<file path="src/rtl/twofish_pkg.sv">
// Shared types for the Twofish datapath arbiter.
package twofish_pkg;

    typedef logic [127:0] blk_t;

    typedef enum logic [2:0] {
        IDLE,
        LAUNCH,
        WAITB,
        RUN,
        RESP
    } ctl_state_t;

endpackage

</file>
<file path="src/rtl/rr_arbiter.sv">
// Combinational round-robin picker: the first request at or after ptr, wrapping.
module rr_arbiter #(
    parameter int unsigned N = 2,
    localparam int unsigned IW = (N > 1) ? $clog2(N) : 1
) (
    input  logic [N-1:0]  req,
    input  logic [IW-1:0] ptr,
    output logic [N-1:0]  gnt,
    output logic [IW-1:0] gnt_idx,
    output logic          any
);

    always_comb begin : scan
        logic [IW-1:0] j;
        gnt     = '0;
        gnt_idx = '0;
        any     = 1'b0;
        j       = '0;
        for (int i = 0; i < int'(N); i++) begin
            j = IW'((int'(ptr) + i) % int'(N));
            if (!any && req[j]) begin
                any     = 1'b1;
                gnt[j]  = 1'b1;
                gnt_idx = j;
            end
        end
    end

endmodule

</file>
<file path="src/rtl/twofish_arbiter.sv">
// Shares one Twofish datapath between N_REQ requesters: round-robin grant,
// one job in flight, result returned on a shared response bus.
module twofish_arbiter
    import twofish_pkg::*;
#(
    parameter int unsigned N_REQ   = 2,
    parameter int unsigned TIMEOUT = 63
) (
    input  logic               Clk,
    input  logic               Reset,
    input  logic [N_REQ-1:0]   req_valid,
    output logic [N_REQ-1:0]   req_ready,
    input  blk_t [N_REQ-1:0]   req_block,
    input  blk_t [N_REQ-1:0]   req_key,
    input  logic [N_REQ-1:0]   req_ende,
    output logic [N_REQ-1:0]   rsp_valid,
    input  logic [N_REQ-1:0]   rsp_ready,
    output blk_t               rsp_data,
    output logic               rsp_err,
    output blk_t               dp_block,
    output blk_t               dp_key,
    output logic               dp_EnDe,
    output logic               dp_Start,
    input  blk_t               dp_o,
    input  logic               dp_busy
);

    localparam int unsigned IW = (N_REQ > 1) ? $clog2(N_REQ) : 1;
    localparam int unsigned CW = (TIMEOUT > 0) ? $clog2(TIMEOUT + 1) : 1;

    ctl_state_t    state_q, state_d;
    logic [IW-1:0] ptr_q, ptr_d;
    logic [IW-1:0] owner_q, owner_d;
    logic [CW-1:0] cnt_q, cnt_d;
    blk_t          dp_block_q, dp_block_d;
    blk_t          dp_key_q, dp_key_d;
    logic          dp_ende_q, dp_ende_d;
    blk_t          rsp_data_q, rsp_data_d;
    logic          err_q, err_d;

    logic [N_REQ-1:0] gnt;
    logic [IW-1:0]    gnt_idx;
    logic             any;

    rr_arbiter #(
        .N(N_REQ)
    ) u_rr (
        .req     (req_valid),
        .ptr     (ptr_q),
        .gnt     (gnt),
        .gnt_idx (gnt_idx),
        .any     (any)
    );

    always_comb begin
        state_d    = state_q;
        ptr_d      = ptr_q;
        owner_d    = owner_q;
        cnt_d      = cnt_q;
        dp_block_d = dp_block_q;
        dp_key_d   = dp_key_q;
        dp_ende_d  = dp_ende_q;
        rsp_data_d = rsp_data_q;
        err_d      = err_q;
        req_ready  = '0;
        rsp_valid  = '0;
        dp_Start   = 1'b0;

        unique case (state_q)
            IDLE: begin
                if (any) begin
                    req_ready  = gnt;
                    dp_block_d = req_block[gnt_idx];
                    dp_key_d   = req_key[gnt_idx];
                    dp_ende_d  = req_ende[gnt_idx];
                    owner_d    = gnt_idx;
                    ptr_d      = (gnt_idx == IW'(N_REQ - 1)) ? '0 : gnt_idx + 1'b1;
                    state_d    = LAUNCH;
                end
            end
            LAUNCH: begin
                dp_Start = 1'b1;
                // Counting the first WAITB cycle as 1 makes the timeout fire
                // after exactly TIMEOUT cycles without busy.
                cnt_d    = CW'(1);
                state_d  = WAITB;
            end
            WAITB: begin
                if (dp_busy) begin
                    state_d = RUN;
                end else if ((TIMEOUT != 0) && (cnt_q == CW'(TIMEOUT))) begin
                    err_d      = 1'b1;
                    rsp_data_d = '0;
                    state_d    = RESP;
                end else begin
                    cnt_d = cnt_q + 1'b1;
                end
            end
            RUN: begin
                if (!dp_busy) begin
                    rsp_data_d = dp_o;
                    state_d    = RESP;
                end
            end
            RESP: begin
                rsp_valid[owner_q] = 1'b1;
                if (rsp_ready[owner_q]) begin
                    err_d   = 1'b0;
                    state_d = IDLE;
                end
            end
            default: state_d = IDLE;
        endcase
    end

    always_ff @(posedge Clk) begin
        if (Reset) begin
            state_q    <= IDLE;
            ptr_q      <= '0;
            owner_q    <= '0;
            cnt_q      <= '0;
            dp_block_q <= '0;
            dp_key_q   <= '0;
            dp_ende_q  <= 1'b0;
            rsp_data_q <= '0;
            err_q      <= 1'b0;
        end else begin
            state_q    <= state_d;
            ptr_q      <= ptr_d;
            owner_q    <= owner_d;
            cnt_q      <= cnt_d;
            dp_block_q <= dp_block_d;
            dp_key_q   <= dp_key_d;
            dp_ende_q  <= dp_ende_d;
            rsp_data_q <= rsp_data_d;
            err_q      <= err_d;
        end
    end

    assign dp_block = dp_block_q;
    assign dp_key   = dp_key_q;
    assign dp_EnDe  = dp_ende_q;
    assign rsp_data = rsp_data_q;
    assign rsp_err  = err_q;

endmodule

</file>
<file path="config.mk">
export PLATFORM = sky130hd
export DESIGN_NAME = twofish_arbiter
export DESIGN_NICKNAME = d
export VERILOG_FILES = /design/src/rtl/twofish_pkg.sv /design/src/rtl/rr_arbiter.sv /design/src/rtl/twofish_arbiter.sv
export SDC_FILE = /design/constraint.sdc
export NUM_CORES = 1
export LEC_CHECK = 0
export ABC_AREA = 1
export ABC_CLOCK_PERIOD_IN_PS = 1900
export BUFFER_PORTS_ARGS = -buffer_cell sky130_fd_sc_hd__buf_2
export CAP_MARGIN = 15
export CORE_AREA = 2 2 407 409
export DETAILED_ROUTE_END_ITERATION = 8
export DIE_AREA = 0 0 409 411
export PLACE_DENSITY = 0.3
export SYNTH_ARGS = -nofsm -noshare
export SYNTH_HDL_FRONTEND = slang
export SYNTH_SLANG_ARGS = --single-unit
</file>
<file path="constraint.sdc">
create_clock -name Clk -period 1.9 [get_ports Clk]
set_input_delay 0.095 -clock Clk [delete_from_list [all_inputs] [get_ports Clk]]
set_output_delay 0.095 -clock Clk [all_outputs]
set_load 0.005 [all_outputs]
</file>
==> flow_summary.toml, run 1 <==
[grt]
grt_use_total_pct = 12.6
grt_pass1_vias = 22046
antenna_found_initial = 23
grt_max_degree = 76
busiest_layer = "met2"
use_met1_pct = 14.6
grt_pass1_wl_um = 156000
grt.met2_usage_pct = 22.0
grt.overflow.total = 0
met3_usage_pct = 4.01

[cells_and_area]
layout.cells.non_filler = 6039
syn_to_final_growth_pct = 110
seqCellArea_um2 = 7950
layout.nets = 4439
n_fill_cell = 18548
drive_gt1_share_pct = 33.2
multi_input_area_um2 = 6690

[floorplanning]
die_area_um2 = 168000
pin_count = 1040
start_util_pct = 9.51
core_um2 = 164000
num_rows = 149
die_h_um = 411
die_width_um = 409

[timing]
timing_hold_violations_final = 0
fmax_mhz = 557
skew_ps = 33.6
hold_slack_ps = 242
maxSlewViolCount = 0
period_needed_ps = 1800
tightestPinTransition_ps = 435
final.period_utilization_pct = 94.5
worst_slew_margin_rel_pct = 71.0
setup_violations = 0

[clock_network]
clk_path_buf_depth = 3
insertion_delay_ps = 650
cts-htree-levels = 2
cts_made_buffers = 56
cts_tree = "yes"
clk_pin_slew_ps = 60
ctsRootBufferMaster = "clkbuf_16"
cts.sink_count = 397

[critical_path]
required_ps = 2390
cp_cell_sequence = "ha_2 > nand3_1 > nor2_2 > nand4_1 > buf_12 > clkbuf_16 > nand3_1 > a21oi_1"
critPathMaxStageDelay_ps = 340
worst_r2r_endpoint = "rsp_data[53]$_SDFFE_PP0P_"
worstPathArrival_ps = 2290
ff2ff_path_depth = 8
worst-path-max-fanout = 18
crit_top_cell = "nand3_1"
reg2reg_from = "cnt_q[0]$_SDFFE_PP0P_"
critPathKind = "flip-flop to flip-flop"
slowest_stage = "dfxtp_1"
path_delay_family = "simple AND/OR/NAND/NOR gates"
startpoint_type = "flip-flop"
cp.buffers_inverters = 2
end_kind = "flip-flop"
reg2reg_slack_ps = 100

[placement]
dp_hpwl_um = 85000
place_congestion = 0.847
io_buffers = 1039
placed_cells = 5249

[synth]
synth_edf_count = 0
synth.distinct_cells = 24
synth_area_leaders = "dfxtp_1 51%, nand2_1 22%, a31oi_1 10%"
syn-num-nets = 2732
synth_ff_type = "dfxtp_1"
synth_top_cell_by_area = "dfxtp_1"
synth_seq_cells = 397
async_reset_ff_share_pct = 0
synth_area_um2 = 15600
synthTopCellsByCount = "926 x nand2_1, 397 x dfxtp_1, 257 x a31oi_1"
synth_top_area_share_pct = 51.0
synthCells = 2082
avgSynthCellArea_um2 = 7.48
yosysMostFrequentCell = "nand2_1"
ys_warn_count = 0
ys_seq_area_share_pct = 51.0

[pwr]
irDropWorstVdd_mv = 0.571
leakagePower_nw = 14.1
powerDensity_nw_per_um2 = 967

[route]
vias_per_cell = 3.53
wl_per_cell_um = 18.6
wirelength_um = 113000
vias = 21333
drtPass1Iterations = 5
ant_nets = 0
drt_iter0_drc = 1036
drc_errors = 0

[run]
maxCapViolCount = 0

[hold_path]
hold_end = "dp_block[107]$_SDFFE_PP0P_"
min_from = "req_block[107]"
holdPathStages = 4
hold_path.class = "input pin to flip-flop"

[status]
status = "complete, no violations"
routing by layer:
layer	part of all wire [%]	routed length (µm)
met4	2.0	2280
met5	0.012	13
met3	7.6	8530
met2	49	55700
met1	41	46100
worst reg2reg max path: stages, from the launching register on:
cell and delay (ps):
dfxtp_1 340, ha_2 190, nand3_1 120, nor2_2 150, nand4_1 230, buf_12 240, clkbuf_16 240, nand3_1 80
a21oi_1 60
through the flow:
stage	util [%]	power [mW]	setup slack (ps)	TNS [ps]	cell area, µm²
2_1_floorplan	-	14.3	383	0	15600
3_3_place_gp	14.6	19.3	54.7	0	23900
3_5_place_dp	14.6	19.2	32.1	0	23900
4_1_cts	19.9	32.3	-76.7	-3260	32600
5_1_grt	20.0	33.6	-18.9	-102	32800
6_report	20.0	31.7	105	0	32800
state kept, by name, indices dropped and copies added, names as in the netlist:
name	count
state_q	3
dp_block	128
cnt_q	6
rsp_err	1
ptr_q	1
dp_key	128
owner_q	1
rsp_data	128
dp_EnDe	1
area by class of cell:
type	instances	area share (%)
Antenna cell	15	0.115
Clock buffer	89	5.23
Clock inverter	15	0.515
Inverter	20	0.309
Multi-Input combinational cell	1495	20.4
Sequential cell	397	24.3
Tap cell	2189	8.35
Timing Repair Buffer	1819	40.8
worst max path at each step:
| stage | startpoint | end | slack (ps) | cells past startpoint |
|---|---|---|---|---|
| 2_1_floorplan | cnt_q[0]$_SDFFE_PP0P_ | rsp_data[117]$_SDFFE_PP0P_ | 380 | 8 |
| 3_3_place_gp | state_q[0]$_SDFFE_PP0P_ | dp_block[17]$_SDFFE_PP0P_ | 50 | 8 |
| 3_5_place_dp | state_q[0]$_SDFFE_PP0P_ | dp_block[19]$_SDFFE_PP0P_ | 30 | 8 |
| 4_1_cts | state_q[1]$_SDFFE_PP0P_ | req_ready[0] | -80 | 7 |
| 5_1_grt | cnt_q[0]$_SDFFE_PP0P_ | rsp_data[36]$_SDFFE_PP0P_ | -20 | 8 |
| 6_report | cnt_q[0]$_SDFFE_PP0P_ | rsp_data[53]$_SDFFE_PP0P_ | 100 | 8 |
layout by cell type (no fill, tap or decap), types with 2 or more instances in the layout:
cell / instances
inv_6: 2
nand4_1: 4
buf_6: 5
clkinv_2: 9
buf_12: 32
nand2_4: 2
nor2_4: 3
dfxtp_1: 395
dlygate4sd3_1: 649
clkbuf_16: 60
clkbuf_1: 14
diode_2: 15
a21oi_1: 135
nand2_1: 925
nand3_1: 137
bufbuf_16: 4
buf_2: 1037
nor2_1: 20
dfxtp_2: 2
buf_4: 82
inv_1: 16
a31oi_1: 257
bufinv_16: 3
clkbuf_8: 19
o21ai_0: 5
buf_16: 5
cell families (layout without fill, tap and decap cells):
| group | count (synthesis) | count (layout) | share of synthesized area [%] |
|---|---|---|---|
| AO/OA/AOI/OAI | 400 | 400 | 15.0 |
| XOR/XNOR | 1 | 1 | 0.0562 |
| flip-flops | 397 | 397 | 51.0 |
| other | 0 | 15 | 0 |
| AND/OR/NAND/NOR | 1093 | 1093 | 27.6 |
| buffers and inverters | 190 | 1943 | 6.28 |
| adder cells (fa/ha/maj) | 1 | 1 | 0.0803 |
what timing repair did:
| action | in CTS | in global routing |
|---|---|---|
| setup buffers | 10 | 4 |
| pin swaps | 4 | 3 |
| setup endpoints to repair | 3 | 239 |
| cloned | 4 | 4 |
| hold endpoints to repair | 392 | 0 |
| hold buffers | 649 | 0 |
| gates resized for setup | 15 | 10 |
where the power goes:
part           internal (mW)  switching, mW  leakage (nW)
registers               9.64          0.822          3.25
clock network           6.55           4.46         0.937
logic                   4.59           5.63          9.94
(Power assumes the default switching activity.)
==> run 2: changes to the inputs <==
- RECOVER_POWER: default -> 100
==> run 2 against run 1 <==
  * Design area decreased by 1.2%
  * Largest power group unchanged
  * Die area did not move
  * Worst setup slack is essentially flat
  * Critical endpoint is now rsp_data[55]$_SDFFE_PP0P_
  * Largest cell class unchanged
==> flow_summary.toml, run 2 (same netlist as run 1, synthesis figures left out) <==
[timing]
final.period_utilization_pct = 94.5
hold_slack_ps = 241
setup_violations = 0
setup_ws_ps = 105
skew_ps = 32.6
period_needed_ps = 1800
maxSlewViolCount = 0
tightestPinTransition_ps = 432
fmax_mhz = 557
timing_hold_violations_final = 0
worst_slew_margin_rel_pct = 71.2
setup_tns_ps = 0

[hold_path]
min_from = "req_block[4]"
holdPathStages = 4
hold_path.class = "input pin to flip-flop"
hold_end = "dp_block[4]$_SDFFE_PP0P_"

[critical_path]
reg2reg_from = "cnt_q[0]$_SDFFE_PP0P_"
required_ps = 2390
slowest_stage = "dfxtp_1"
ff2ff_path_depth = 8
critPathKind = "flip-flop to flip-flop"
end_kind = "flip-flop"
worst_r2r_endpoint = "rsp_data[55]$_SDFFE_PP0P_"
worstPathArrival_ps = 2290
startpoint = "cnt_q[0]$_SDFFE_PP0P_"
critPathMaxStageDelay_ps = 340
reg2reg_slack_ps = 100
cp_cell_sequence = "ha_2 > nand3_1 > nor2_2 > nand4_1 > buf_12 > clkbuf_16 > nand3_1 > a21oi_1"
startpoint_type = "flip-flop"
crit_top_cell = "nand3_1"
worst-path-max-fanout = 18

[clock_network]
cts-htree-levels = 2
ctsRootBufferMaster = "clkbuf_16"
clk_path_buf_depth = 3
cts.sink_count = 397
clk_pin_slew_ps = 60
insertion_delay_ps = 650
cts_made_buffers = 56
cts_tree = "yes"

[cells_and_area]
mostFrequentLayoutCells = "925 x nand2_1, 709 x buf_2, 649 x dlygate4sd3_1"
final_common_cell = "nand2_1"
utilization_pct = 19.8
n_fill_cell = 18674
layout.nets = 4439
syn_to_final_growth_pct = 108
drive_gt1_share_pct = 24.7

[placement]
io_buffers = 1039
dp_hpwl_um = 85000
place_congestion = 0.847
preCtsSetupSlack_ps = 32.1

[grt]
grt_pass1_vias = 22046
grt_use_total_pct = 12.6
grt_max_degree = 76
grt.overflow.total = 0
antenna_found_initial = 23
grt_pass1_wl_um = 156000

[pwr]
leakagePower_nw = 12.8
irDropWorstVdd_mv = 0.568
powerDensity_nw_per_um2 = 971
power.total_mw = 31.4

[status]
status = "complete, no violations"

[floorplanning]
die_width_um = 409
start_util_pct = 9.51
die_h_um = 411
die_area_um2 = 168000
num_rows = 149
core_um2 = 164000
pin_count = 1040

[route]
ant_nets = 0
vias_per_cell = 3.54
wirelength_um = 113000
drc_errors = 0
vias = 21400
drtPass1Iterations = 5
wl_per_cell_um = 18.7
drt_iter0_drc = 1002

[run]
maxCapViolCount = 0
==> run 2: timing repair <==
item                                    CTS  global route
hold buffers                            649             0
cloned                                    4             4
resized for setup                        15            10
setup buffers                            10             4
pin swaps                                 4             3
endpoints found under the hold margin   392             0
endpoints found under the setup margin    3           239
==> run 2: area by class of cell <==
cell class | instances | area, µm² | share of cell area [%]
diodes | 15 | 37.5 | 0.116
multi-input cells | 1495 | 6690 | 20.7
flip-flops and latches | 397 | 7950 | 24.6
clock inverters | 15 | 169 | 0.522
well taps | 2189 | 2740 | 8.46
repair buffers | 1819 | 13000 | 40.1
inverters | 20 | 101 | 0.313
clock buffers | 89 | 1720 | 5.30
==> run 2: worst max-delay path by stage <==
stage,cells after the start,end,slack [ps]
3_5_place_dp,8,dp_block[19]$_SDFFE_PP0P_,30
5_1_grt,8,rsp_data[36]$_SDFFE_PP0P_,-20
2_1_floorplan,8,rsp_data[117]$_SDFFE_PP0P_,380
3_3_place_gp,8,dp_block[17]$_SDFFE_PP0P_,50
4_1_cts,7,req_ready[0],-80
6_report,8,rsp_data[55]$_SDFFE_PP0P_,100
==> run 2: layer usage <==
metal	wire, µm	vias to the layer above	part of all wire [%]	track usage [%]
met5	13	-	0.012	0
met4	2300	2	2.0	3.30
met3	8400	109	7.5	4.01
met2	55900	712	50	22.0
met1	46000	10169	41	14.6
li1	-	10408	-	-
==> run 2: stage by stage <==
stage	cells	cell area [µm²]
final	6039	32400
after CTS	6016	32600
after global placement	5249	23900
after floorplan	2082	15600
after detailed placement	5249	23900
after global routing	6037	32400
==> run 2: critical path, delay by kind of cell (launching register included) <==
kind            cells  cell delay, ps
compound gates      1              60
buf+inv             2             450
flops               1             340
fa+ha+maj           1             190
simple gates        4             570
==> run 2: power by group <==
| part | internal [mW] | switching (mW) |
|---|---|---|
| Combinational | 4.32 | 5.63 |
| Sequential | 9.64 | 0.856 |
| Clock | 6.55 | 4.45 |
| Total | 20.5 | 10.9 |
